**src/rtl/bus_xfer_ctrl.sv**
```systemverilog
// rtl/bus_xfer_ctrl.sv - send/receive sequencer with direction turnaround for a three-state bus stage
module bus_xfer_ctrl #(
    parameter int DATA_WIDTH = 32,
    parameter int TURNAROUND = 1
) (
    input  logic                  clk,
    input  logic                  rst_n,
    input  logic                  req_valid,
    output logic                  req_ready,
    input  logic                  req_write,
    input  logic [DATA_WIDTH-1:0] req_wdata,
    output logic                  snd_en,
    output logic                  rcv_en,
    output logic [DATA_WIDTH-1:0] out_data,
    input  logic [DATA_WIDTH-1:0] in_data,
    output logic                  done,
    output logic [DATA_WIDTH-1:0] rsp_rdata
);

    typedef enum logic [1:0] {
        ST_IDLE,
        ST_TURN,
        ST_SEND,
        ST_RECV
    } state_t;

    // Counter preload; TURN is never entered when the gap is zero
    localparam logic [3:0] TURN_LOAD = (TURNAROUND > 0) ? 4'(TURNAROUND - 1) : 4'd0;
    localparam bit         HAS_TURN  = (TURNAROUND > 0);

    state_t                state;
    state_t                state_nxt;
    logic [3:0]            turn_cnt;
    logic                  hist_valid;
    logic                  hist_write;
    logic                  wr_q;
    logic [DATA_WIDTH-1:0] wdata_q;

    logic                  handshake;
    logic                  need_turn;
    logic                  req_ready_nxt;
    logic                  snd_en_nxt;
    logic                  rcv_en_nxt;
    logic                  done_nxt;
    logic [DATA_WIDTH-1:0] out_data_nxt;
    logic [DATA_WIDTH-1:0] rsp_rdata_nxt;

    assign handshake = req_valid & req_ready;
    assign need_turn = HAS_TURN && hist_valid && (hist_write != req_write);

    // State, bookkeeping and registered outputs; reset drops any in-flight transfer
    always_ff @(posedge clk or negedge rst_n) begin
        if (!rst_n) begin
            state      <= ST_IDLE;
            turn_cnt   <= 4'd0;
            hist_valid <= 1'b0;
            hist_write <= 1'b0;
            wr_q       <= 1'b0;
            wdata_q    <= '0;
            req_ready  <= 1'b1;
            snd_en     <= 1'b0;
            rcv_en     <= 1'b0;
            done       <= 1'b0;
            out_data   <= '0;
            rsp_rdata  <= '0;
        end else begin
            state     <= state_nxt;
            req_ready <= req_ready_nxt;
            snd_en    <= snd_en_nxt;
            rcv_en    <= rcv_en_nxt;
            done      <= done_nxt;
            out_data  <= out_data_nxt;
            rsp_rdata <= rsp_rdata_nxt;
            if (handshake) begin
                wr_q     <= req_write;
                wdata_q  <= req_wdata;
                turn_cnt <= TURN_LOAD;
            end else if (state == ST_TURN && turn_cnt != 4'd0) begin
                turn_cnt <= turn_cnt - 4'd1;
            end
            if (state == ST_SEND) begin
                hist_valid <= 1'b1;
                hist_write <= 1'b1;
            end else if (state == ST_RECV) begin
                hist_valid <= 1'b1;
                hist_write <= 1'b0;
            end
        end
    end

    // Next state: insert TURN only when the bus direction flips
    always_comb begin
        state_nxt = state;
        case (state)
            ST_IDLE: begin
                if (handshake) begin
                    if (need_turn)      state_nxt = ST_TURN;
                    else if (req_write) state_nxt = ST_SEND;
                    else                state_nxt = ST_RECV;
                end
            end
            ST_TURN: begin
                if (turn_cnt == 4'd0) state_nxt = wr_q ? ST_SEND : ST_RECV;
            end
            ST_SEND: state_nxt = ST_IDLE;
            ST_RECV: state_nxt = ST_IDLE;
            default: state_nxt = ST_IDLE;
        endcase
    end

    // Output values for the next cycle, decoded from the state being entered
    always_comb begin
        req_ready_nxt = (state_nxt == ST_IDLE);
        snd_en_nxt    = (state_nxt == ST_SEND);
        rcv_en_nxt    = (state_nxt == ST_RECV);
        done_nxt      = (state == ST_SEND) || (state == ST_RECV);
        out_data_nxt  = out_data;
        rsp_rdata_nxt = rsp_rdata;
        if (state_nxt == ST_SEND) begin
            out_data_nxt = (state == ST_IDLE) ? req_wdata : wdata_q;
        end
        if (state == ST_RECV) begin
            rsp_rdata_nxt = in_data;
        end
    end

endmodule

```
**config.mk**
```make
export PLATFORM = sky130hd
export DESIGN_NAME = bus_xfer_ctrl
export DESIGN_NICKNAME = d
export VERILOG_FILES = /design/src/rtl/bus_xfer_ctrl.sv
export SDC_FILE = /design/constraint.sdc
export NUM_CORES = 1
export LEC_CHECK = 0
export BUFFER_PORTS_ARGS = -buffer_cell sky130_fd_sc_hd__clkbuf_2
export CAP_MARGIN = 20
export CORE_MARGIN = 8
export CORE_UTILIZATION = 52
export CTS_CLUSTER_DIAMETER = 60
export DETAILED_ROUTE_END_ITERATION = 16
export PLACE_DENSITY = 0.89
export SYNTH_ARGS = -nofsm -noshare
export SYNTH_HDL_FRONTEND = slang
export SYNTH_SLANG_ARGS = --single-unit
```
**constraint.sdc**
```tcl
create_clock -name clk -period 4.6 [get_ports clk]
set_input_delay 0.92 -clock clk [delete_from_list [all_inputs] [get_ports clk]]
set_output_delay 0.92 -clock clk [all_outputs]
set_load 0.01 [all_outputs]
```
# After elaboration in Yosys (flattened, before gate mapping)
# Cells that the tools add are included.
[totals]
inputBits = 68
reg_bits = 109
mem_count = 0
mem_bits_ro = 0
latch_bits = 0
mem_bits_rw = 0
wordCells = 43
[op_classes]
shift = 0
order_cmp = 0
bitwise = 1
muxes = 13
n_eq_ne = 6
n_mul = 0
n_reduce_logical = 10
n_addsub = 1
div_mod_pow = 0
[ops]
columns = ["cell", "n"]
rows = [
  ["32-bit two-way mux", 1],
  ["2-bit equality test, second input constant", 4],
  ["4-bit two-way mux", 2],
  ["1-bit two-way mux", 6],
  ["2-bit two-way mux", 3],
  ["2-bit case mux with 3 select lines", 1],
  ["2-bit zero test", 2],
  ["4-bit zero test", 1],
  ["2-bit nonzero test", 2],
  ["4-bit nonzero test", 1],
  ["4-bit by 1-bit subtractor with 4-bit output, second input constant", 1],
  ["2-bit by 1-bit equality test with 1-bit output, second input constant", 1],
  ["1-bit logical AND", 2],
  ["2-bit OR reduction", 1],
  ["1-bit AND", 1],
  ["1-bit logical OR", 1],
  ["1-bit inequality test", 1],
]

# Depth between registers and ports, before layout
# Gate-level depths: netlist of run 1.
[depth]
depth_word = 6
ltp_mapped = 7
depth_no_buf = 6

# Worst setup path after synthesis of run 1
# No wires, ideal clock.
[synth_timing]
path_type = "input-to-reg"
start = "input port req_valid"
end = "register out_data[10]"
setup_ps = 125
path_buffers = 1
slack_ps = 2252
path_stages = 5
required_time_ps = 4475
arrival_ps = 2223
path_cell_list = "and4bb_2 -> o21ai_2 -> a221oi_4 -> buf_6 -> mux2_4"
[synth_between]
elab_chain_cells = 4
[synth_rtl]
columns = ["item", "line", "text"]
rows = [
  ["start: declaration", "8", "input logic req_valid,"],
  ["1-bit AND", "48", "assign handshake = req_valid & req_ready;"],
  ["2-bit two-way mux", "96", "if (handshake) begin"],
  ["2-bit case mux with 3 select lines", "94", "case (state)"],
  ["2-bit equality test", "119", "if (state_nxt == ST_SEND) begin"],
  ["end signal: assignment", "72", "out_data <= out_data_nxt;"],
  ["end: declaration", "14", "output logic [DATA_WIDTH-1:0] out_data,"],
]
# No other way between the ends.
# A chain may end at the register's enable or synchronous reset.

# Worst setup path after layout of run 1
[layout_timing]
start = "register turn_cnt[0]"
end = "register out_data[0]"
[layout_between]
elab_chain_cells = 4
[layout_rtl]
columns = ["item", "line", "text"]
rows = [
  ["start: declaration", "33", "logic [3:0] turn_cnt;"],
  ["start signal: assignment", "79", "turn_cnt <= turn_cnt - 4'd1;"],
  ["4-bit zero test", "103", "if (turn_cnt == 4'd0) state_nxt = wr_q ? ST_SEND : ST_RECV;"],
  ["2-bit two-way mux", "103", ""],
  ["2-bit case mux with 3 select lines", "94", ""],
  ["2-bit equality test", "119", ""],
]
# No other way between the ends.

==> run_results.csv, run 1 <==
group,metric,value,unit
outcome,status,"finished clean",
setup_path,r2r_slack,1.76,ns
clock_network,cts_resized,0,
sta,fmaxAchievable,352,MHz
power,irDropWorstVdd,0.000303,V
cells_and_area,multi_input_area,0.00181,mm^2
power,switching_share,0.352,
place,dpl.hpwl,7670,um
global_routing,grt_use_total,0.177,
global_routing,use_met3,0.0767,
die,io_pins,136,
power,p_sw,0.00143,W
die,dieHeight,110,um
global_routing,overflow,0,
cells_and_area,seq_area,0.00273,mm^2
clock_network,clk_pin_slew,0.10,ns
synth,synthCells,359,
cells_and_area,drive_gt1_frac,0.520,
setup_path,r2r-start,"turn_cnt[0]",
sta,max_slew.worst_pin.slew,1.02,ns
routing,viasPerCell,5.16,
setup_path,crit_end,"out_data[0]",
setup_path,r2r-end,"out_data[0]",
sta,min_period,2.84,ns
setup_path,endpoint_kind,"flop",
clock_network,cts_buffers,9,
global_routing,met2_usage,0.291,
routing,num_vias,3125,
routing,wl_per_cell,17.2,um
setup_path,critPathRequiredTime,4.84,ns
setup_path,crit_start,"turn_cnt[0]",
global_routing,antenna_found_initial,0,
sta,min_period_over_period,0.618,
power,power_leakage,2.90,nW
routing,routed_wl,10400,um
setup_path,critPathKind,"flop to flop",
hold_path,hold_class,"flop to flop",
synth,synth_nets,429,
power,pwr-share-comb,0.445,
setup_path,cp_max_fo,21,
sta,finClkSkew,0.0150,ns
cells_and_area,area_growth,21.3,%
cells_and_area,diodes,0,
clock_network,cts_tree,"built",
global_routing,grt_use_met1,0.209,
global_routing,grt_max_degree,62,
die,initial_core_util,0.534,
setup_path,cp.arrival,3.09,ns
routing,drc,0,
sta,drv_slew,0,
synth,syn-mean-instance-area,12.9,um^2
cells_and_area,finalNetCount,563,
synth,ys.warnings.count,0,
cells_and_area,fillers,665,
synth,ys_ff_latch,109,
global_routing,grt_pass1_wl,16800,um
clock_network,clockBufferDepth,2,
setup_path,worstSetupStartpointType,"flop",
routing,first_pass_iters,4,
clock_network,hold_buffers,0,
clock_network,cts_sinks,109,
clock_network,root_buffer,"clkbuf_8",
sta,hold_viol_final,0,
power,power.density,723,mW/mm^2
synth,netlist_area,0.00463,mm^2
global_routing,grt_pass1_vias,3478,
sta,holdWs,0.480,ns
power,pwr-share-clk,0.133,
global_routing,busiest_layer,"met2",
setup_path,reg2regPathDepth,7,
clock_network,insertion_delay,0.36,ns
place,gp_congestion,0.710,
die,core,0.00868,mm^2
sta,rsz0062_at_grt,"false",
synth,yosysSeqAreaShare,0.589,
place,port_buffers,135,
routing,ant_nets,0,
clock_network,h-tree-depth,3,
die,placementRows,34,
power,intPower,0.00263,W
sta,fin_tns_setup,0,ns
sta,setup_viol,0,
routing,drt_iter0_drc,186,
sta,slew_headroom,0.322,
power,sequentialPowerShare,0.422,
die,dieArea,0.0122,mm^2
flow_run,cap_viol_max_count,0,
die,die_width,110,um
synth,synth_cell_types,29,
clock_network,cts_setup_buffers,0,
-- cells by family after synthesis --
| kind of cell | synth area share |
|---|---|
| adders and majority gates | 0.00540 |
| AOI/OAI and AO/OA | 0.0146 |
| and+or+nand+nor | 0.105 |
| DFF | 0.589 |
| muxes | 0.257 |
| buffers and inverters | 0.0211 |
| xor gates and xnor gates | 0.00756 |
-- cell usage after synthesis, drive strengths merged --
cell type  number  area (um^2)
and2            2         12.5
a21oi           1         5.00
xor2            2         17.5
a211oi          1         7.51
or3b            1         8.76
nor3b           1         7.51
buf             8         52.6
or2             1         6.26
ha              2         25.0
nand2         103          387
clkbuf          9         33.8
nor3            1         5.00
nor2b           1         6.26
a21o            1         7.51
o21ai           2         13.8
and4bb          1         12.5
o21a            1         7.51
nand3           2         10.0
dfrtp         108         2700
inv             3         11.3
xnor2           2         17.5
dfstp           1         26.3
nor2            7         26.3
a221oi          1         26.3
nand2b          1         6.26
mux2           96         1190
-- cell usage in the layout (no fill, tap or decap), types with 2 or more instances in the layout --
cell type  Yosys  final
inv_1          3      3
mux2_4        29     29
clkinv_2       0      2
mux2_2        67     67
nor2_1         7      6
inv_6          0      2
xor2_1         2      2
clkbuf_8       0     10
nand3_1        2      2
ha_1           2      2
dfrtp_1      108    108
nand2_1      103    103
and2_1         2      2
xnor2_1        2      2
clkbuf_2       0    134
buf_4          0      4
clkinv_4       0      2
-- registers in the layout, indices dropped and copies added (netlist names) --
signal,count
hist_write,1
done,1
turn_cnt,4
rcv_en,1
state,2
rsp_rdata,32
snd_en,1
wr_q,1
hist_valid,1
req_ready,1
out_data,32
wdata_q,32
-- cell type report --
| type | instances | area share |
|---|---|---|
| clock buffer | 10 | 0.0245 |
| tap | 108 | 0.0240 |
| clock inverter | 6 | 0.00802 |
| inverter | 3 | 0.00200 |
| timing repair buffer | 140 | 0.133 |
| sequential | 109 | 0.486 |
| multi-input combinational | 230 | 0.323 |
-- metal layers --
metal / vias to the layer above / share of wire / routed length, um
met3: 4 / 0.097 / 1010
li1: 1457 / - / -
met5: - / 0 / 0
met4: 0 / 0.0038 / 40
met2: 102 / 0.50 / 5190
met1: 1562 / 0.40 / 4150
-- power by group through the flow --
stage	clock network, W	logic (W)	registers, W
6_report	0.000539	0.00181	0.00171
3_5_place_dp	0	0.00184	0.00172
4_1_cts	0.000562	0.00184	0.00171
2_1_floorplan	0	0.00112	0.00181
5_1_grt	0.000597	0.00197	0.00177
3_3_place_gp	0	0.00176	0.00169
-- metrics by stage --
stage / total power (W) / setup slack (ns) / utilization / area [um^2] / std cells
after floorplan: 0.00293 / 2.25 / - / 4630 / 359
after global placement: 0.00345 / 1.52 / 0.623 / 5410 / 589
after detailed placement: 0.00357 / 1.48 / 0.626 / 5440 / 590
after CTS: 0.00412 / 1.71 / 0.647 / 5620 / 606
after global routing: 0.00434 / 1.47 / 0.647 / 5620 / 606
final: 0.00406 / 1.76 / 0.647 / 5620 / 606
-- worst max-delay path: stages (launching register included) --
cell,delay (ns)
dfrtp_1,0.42
inv_1,0.09
ha_1,0.16
nor3b_1,0.31
nand2_1,0.17
a221oi_4,0.92
buf_12,0.29
mux2_2,0.36
-- worst min-delay path by stage --
stage                            from     endpoint  slack (ns)  cells past startpoint
after global routing       hist_valid   hist_valid        0.50                      1
after global placement    wdata_q[10]  wdata_q[10]        0.45                      2
after floorplan            hist_valid   hist_valid        0.44                      1
after detailed placement   hist_valid   hist_valid        0.46                      1
after CTS                  wdata_q[5]   wdata_q[5]        0.48                      2
final                      wdata_q[5]   wdata_q[5]        0.48                      2
Power figures use the tool's default switching activity.
==> run 2: changes to the inputs <==
--- a/config.mk
+++ b/config.mk
@@ -8,10 +8,10 @@
 export BUFFER_PORTS_ARGS = -buffer_cell sky130_fd_sc_hd__clkbuf_2
 export CAP_MARGIN = 20
 export CORE_MARGIN = 8
-export CORE_UTILIZATION = 52
+export CORE_UTILIZATION = 47
 export CTS_CLUSTER_DIAMETER = 60
 export DETAILED_ROUTE_END_ITERATION = 16
-export PLACE_DENSITY = 0.89
+export PLACE_DENSITY = 0.86
 export SYNTH_ARGS = -nofsm -noshare
 export SYNTH_HDL_FRONTEND = slang
 export SYNTH_SLANG_ARGS = --single-unit
==> constraint.sdc (replaced) <==
create_clock -name clk -period 2.55 [get_ports clk]
set_input_delay 0.51 -clock clk [delete_from_list [all_inputs] [get_ports clk]]
set_output_delay 0.51 -clock clk [all_outputs]
set_load 0.01 [all_outputs]
==> run 2 against run 1 <==
Net effect: utilization fell by 6.0 points; die area rose by 9.1%; clock-buffer cell count rose by 1; sequential share of layout area fell by 0.60 points; sequential power rose by 81%; worst hold slack got worse by 0.29 ns; fmax rose by 22%; largest power group unchanged; clock skew fell by 0.0044 ns; power rose by 82%; critical endpoint is now out_data[1]; register-to-register slack got worse by 1.5 ns; wire length fell by 0.64%.
==> run_results.csv, run 2 (same netlist as run 1, synthesis figures left out) <==
group,metric,value,unit
outcome,status,"finished clean",
routing,drc,0,
sta,fin_tns_setup,0,ns
clock_network,insertion_delay,0.36,ns
place,dpl.hpwl,7600,um
cells_and_area,diodes,0,
cells_and_area,final_common_cell,"clkbuf_2",
routing,viasPerCell,4.91,
routing,wl_per_cell,16.3,um
die,io_pins,136,
die,die_width,115,um
setup_path,path_cells,"inv_1 > ha_1 > nor3b_1 > nand2_1 > a221oi_4 > buf_12 > mux2_2",
die,dieHeight,115,um
global_routing,grt_pass1_vias,3486,
setup_path,worstSetupStartpointType,"flop",
sta,slew_headroom,0.538,
routing,first_pass_iters,4,
place,port_buffers,135,
sta,min_period,2.33,ns
sta,rsz0062_at_grt,"false",
setup_path,critPathKind,"flop to flop",
setup_path,crit_slowest_cell,"dfrtp_1",
power,pwr-share-comb,0.441,
setup_path,critPathRequiredTime,2.80,ns
die,dieArea,0.0133,mm^2
setup_path,cp_max_fo,33,
clock_network,cts_sinks,109,
global_routing,overflow,0,
flow_run,cap_viol_max_count,0,
cells_and_area,drive_gt1_frac,0.520,
clock_network,cts_tree,"built",
setup_path,critPathMaxStageDelay,0.43,ns
place,gp_congestion,0.766,
clock_network,clockBufferDepth,2,
routing,drt_iter0_drc,175,
routing,num_vias,3105,
setup_path,r2r-end,"out_data[1]",
sta,fin_ws,0.218,ns
global_routing,grt_use_total,0.161,
setup_path,endpoint_kind,"flop",
clock_network,cts_resized,0,
power,power_leakage,2.90,nW
cells_and_area,top_regs,"out_data: 32 flops, rsp_rdata: 32 flops, wdata_q: 32 flops",
global_routing,antenna_found_initial,0,
routing,ant_nets,0,
hold_path,hold_class,"input pin to asynchronous set/reset pin",
place,place_ws,0.245,ns
setup_path,reg2regPathDepth,7,
power,pwr-share-clk,0.142,
sta,fmaxAchievable,429,MHz
power,intPower,0.00485,W
global_routing,grt_pass1_wl,16800,um
setup_path,r2r-start,"turn_cnt[0]",
global_routing,grt_max_degree,56,
power,power.density,1300,mW/mm^2
sta,hold_viol_final,0,
die,core,0.00968,mm^2
sta,drv_slew,0,
power,switching_share,0.345,
setup_path,r2r_slack,0.22,ns
clock_network,hold_buffers,0,
clock_network,clk_pin_slew,0.09,ns
die,initial_core_util,0.478,
sta,finClkSkew,0.0107,ns
cells_and_area,area_growth,22.8,%
clock_network,cts_buffers,9,
power,irDropWorstVdd,0.000521,V
clock_network,cts_setup_buffers,0,
cells_and_area,finalNetCount,565,
power,p_sw,0.00256,W
clock_network,h-tree-depth,3,
die,placementRows,36,
power,sequentialPowerShare,0.417,
setup_path,cp.arrival,2.58,ns
sta,min_period_over_period,0.915,
clock_network,root_buffer,"clkbuf_8",
sta,setup_viol,0,
sta,max_slew.worst_pin.slew,0.694,ns
routing,routed_wl,10300,um
cells_and_area,mostFrequentLayoutCells,"clkbuf_2 (134), dfrtp_1 (108), nand2_1 (103), mux2_2 (67), mux2_4 (29)",
## run 2: critical path, delay by kind of cell, from the launching register on
kind            cells  cell delay [ns]
flops               1             0.43
fa+ha+maj           1             0.16
mux                 1             0.36
simple gates        2             0.52
buf+inv             2             0.40
compound gates      1             0.34
## run 2: per-stage QoR
step                      power (W)  instances  hold WS (ns)  cell area, um^2   util
after global routing        0.00791        633         0.228             5690  0.587
after global placement      0.00626        617         0.453             5490  0.567
after detailed placement    0.00645        617         0.457             5490  0.567
final                       0.00741        633         0.188             5690  0.587
after floorplan             0.00528        359         0.214             4630      -
after CTS                   0.00751        633         0.197             5690  0.587
## run 2: routing by layer
metal	GRT usage	part of all wire	vias up
met5	0	0	-
li1	-	-	1458
met1	0.191	0.43	1517
met3	0.0446	0.076	19
met4	0.0727	0.019	0
met2	0.266	0.48	111
## run 2: layout make-up
| type | instances | area [um^2] |
|---|---|---|
| multi-input cells | 230 | 1810 |
| repair buffers | 142 | 768 |
| flip-flops and latches | 109 | 2730 |
| inverters | 3 | 11.3 |
| clock buffers | 11 | 141 |
| clock inverters | 5 | 60.1 |
| fillers | 801 | 4000 |
| well taps | 133 | 166 |
## run 2: worst max path at each step
stage,startpoint,to,slack (ns),cells after the start
5_1_grt,turn_cnt[0],out_data[1],0.07,7
6_report,turn_cnt[0],out_data[1],0.22,7
4_1_cts,turn_cnt[0],out_data[1],0.23,7
3_5_place_dp,turn_cnt[0],out_data[2],0.24,7
2_1_floorplan,turn_cnt[0],out_data[10],0.47,7
3_3_place_gp,turn_cnt[0],out_data[1],0.36,7
## run 2: power by group through the flow
stage | Clock, W | Combinational, W | Sequential (W)
CTS | 0.00108 | 0.00334 | 0.00309
global placement | 0 | 0.00320 | 0.00306
floorplan | 0 | 0.00202 | 0.00326
detailed placement | 0 | 0.00334 | 0.00312
finish | 0.00105 | 0.00327 | 0.00309
global route | 0.00116 | 0.00356 | 0.00319
==> run 3: changes to the inputs <==
--- a/config.mk
+++ b/config.mk
@@ -7,7 +7,7 @@
 export LEC_CHECK = 0
 export BUFFER_PORTS_ARGS = -buffer_cell sky130_fd_sc_hd__clkbuf_2
 export CAP_MARGIN = 20
-export CORE_MARGIN = 8
+export CORE_MARGIN = 10
 export CORE_UTILIZATION = 47
 export CTS_CLUSTER_DIAMETER = 60
 export DETAILED_ROUTE_END_ITERATION = 16
==> run 3 against run 2 <==
Net effect: design area rose by 0.42%; wire length grew 3.4%; global-route usage is 0.97 points lower; register-to-register slack about the same; via count increased by 0.39%; non-clock buffer count unchanged; fmax rose by 0.30%; sequential share of layout area down 0.20 points; critical endpoint is now out_data[2]; largest cell class unchanged; highest routed layer unchanged.
==> run_results.csv, run 3 (same netlist as run 1, synthesis figures left out) <==
group,metric,value,unit
global_routing,busiest_layer,"met2",
routing,viasPerCell,4.92,
sta,drv_slew,0,
clock_network,cts_setup_buffers,0,
die,dieHeight,119,um
setup_path,reg2regPathDepth,7,
setup_path,critPathMaxStageDelay,0.42,ns
clock_network,clockBufferDepth,2,
global_routing,met2_usage,0.256,
clock_network,cts_sinks,109,
routing,drc,0,
power,power_leakage,2.93,nW
global_routing,grt_use_met1,0.174,
sta,fmaxAchievable,430,MHz
setup_path,worstSetupStartpointType,"flop",
die,placementRows,36,
setup_path,r2r_slack,0.22,ns
global_routing,grt_use_total,0.151,
die,die_width,119,um
clock_network,cts_resized,0,
sta,hold_viol_final,0,
setup_path,endpoint_kind,"flop",
setup_path,crit_slowest_cell,"dfrtp_1",
setup_path,crit_start,"turn_cnt[0]",
setup_path,r2r-start,"turn_cnt[0]",
place,gp_congestion,0.771,
global_routing,grt_pass1_wl,17600,um
global_routing,grt_pass1_vias,3528,
routing,drt_iter0_drc,301,
cells_and_area,final_core_util,0.590,
sta,min_period_over_period,0.912,
global_routing,overflow,0,
sta,max_slew.worst_pin.slew,0.518,ns
routing,routed_wl,10700,um
clock_network,h-tree-depth,3,
clock_network,hold_buffers,0,
global_routing,antenna_found_initial,0,
setup_path,path_cells,"inv_1 > ha_1 > nor3b_1 > nand2_1 > a221oi_4 > buf_12 > mux2_2",
setup_path,cp_max_fo,33,
cells_and_area,fin_cells,633,
die,core,0.00968,mm^2
setup_path,r2r-end,"out_data[2]",
setup_path,critPathKind,"flop to flop",
die,initial_core_util,0.478,
cells_and_area,fillers,778,
flow_run,cap_viol_max_count,0,
global_routing,grt_max_degree,51,
routing,first_pass_iters,4,
sta,setup_viol,0,
setup_path,cp.arrival,2.58,ns
place,port_buffers,135,
cells_and_area,finalNetCount,565,
cells_and_area,drive_gt1_frac,0.520,
sta,min_period,2.33,ns
cells_and_area,mostFrequentLayoutCells,"clkbuf_2 (134), dfrtp_1 (108), nand2_1 (103), mux2_2 (67), mux2_4 (29)",
sta,fin_tns_setup,0,ns
outcome,status,"finished clean",
die,dieArea,0.0142,mm^2
clock_network,insertion_delay,0.37,ns
routing,num_vias,3117,
sta,slew_headroom,0.655,
clock_network,cts_tree,"built",
clock_network,root_buffer,"clkbuf_8",
sta,finClkSkew,0.00949,ns
cells_and_area,final_common_cell,"clkbuf_2",
cells_and_area,top_regs,"out_data: 32 flops, rsp_rdata: 32 flops, wdata_q: 32 flops",
clock_network,clk_pin_slew,0.10,ns
setup_path,critPathRequiredTime,2.80,ns
die,io_pins,136,
routing,wl_per_cell,16.9,um
global_routing,use_met3,0.0572,
sta,rsz0062_at_grt,"false",
routing,ant_nets,0,
hold_path,hold_class,"input pin to asynchronous set/reset pin",
cells_and_area,area_growth,23.3,%
place,dpl.hpwl,7830,um
place,dp_cells,617,
clock_network,cts_buffers,9,
power,power.density,1320,mW/mm^2
setup_path,crit_end,"out_data[2]",
power,irDropWorstVdd,0.000498,V
cells_and_area,diodes,0,
## run 3: cell count changes in the layout (fill, tap and decap cells not counted)
| cell | before | now |
|---|---|---|
| clkinvlp_4 | 4 | 0 |
| bufinv_16 | 1 | 2 |
| clkinv_2 | 0 | 2 |
| clkbuf_8 | 10 | 11 |
## run 3: how the worst min path moves through the flow
stage                     start  cells after the start           end  slack [ns]
floorplan                 rst_n                      0          done        0.21
global placement    wdata_q[21]                      2   wdata_q[21]        0.45
detailed placement   wdata_q[0]                      2    wdata_q[0]        0.46
CTS                       rst_n                      1  out_data[23]        0.12
global route              rst_n                      1  out_data[23]        0.14
finish                    rst_n                      1  out_data[23]        0.11
## run 3: routing by layer
| layer | share of wire | vias up |
|---|---|---|
| met3 | 0.083 | 12 |
| met5 | 0 | - |
| met2 | 0.50 | 112 |
| met4 | 0.011 | 0 |
| met1 | 0.41 | 1538 |
| li1 | - | 1455 |
## run 3: area by class of cell
cell class                      instances  area, um^2  share of cell area
Clock buffer                           12         155              0.0272
Clock inverter                          4        70.1              0.0123
Inverter                                3        11.3             0.00197
Multi-Input combinational cell        230        1810               0.317
Sequential cell                       109        2730               0.478
Tap cell                              133         166              0.0291
Timing Repair Buffer                  142         768               0.134
## run 3: through the flow
stage               hold WS, ns  area [um^2]  worst slack [ns]  total power, W
floorplan                 0.214         4630             0.465         0.00528
global placement          0.453         5490             0.366         0.00627
detailed placement        0.462         5490             0.221         0.00648
CTS                       0.118         5710             0.209         0.00765
global route              0.138         5710            0.0399         0.00805
finish                    0.114         5710             0.225         0.00754
## run 3: critical path, delay by kind of cell (launching register included)
kind	cells	cell delay, ns
flip-flops	1	0.42
adder cells (fa/ha/maj)	1	0.17
AND/OR/NAND/NOR	2	0.52
multiplexers	1	0.37
buffers and inverters	2	0.39
AO/OA/AOI/OAI	1	0.33
## run 3: power breakdown
part	switching (W)	internal [W]
Clock	0.000550	0.000605
Sequential	0.000487	0.00259
Combinational	0.00153	0.00178
Total	0.00257	0.00498
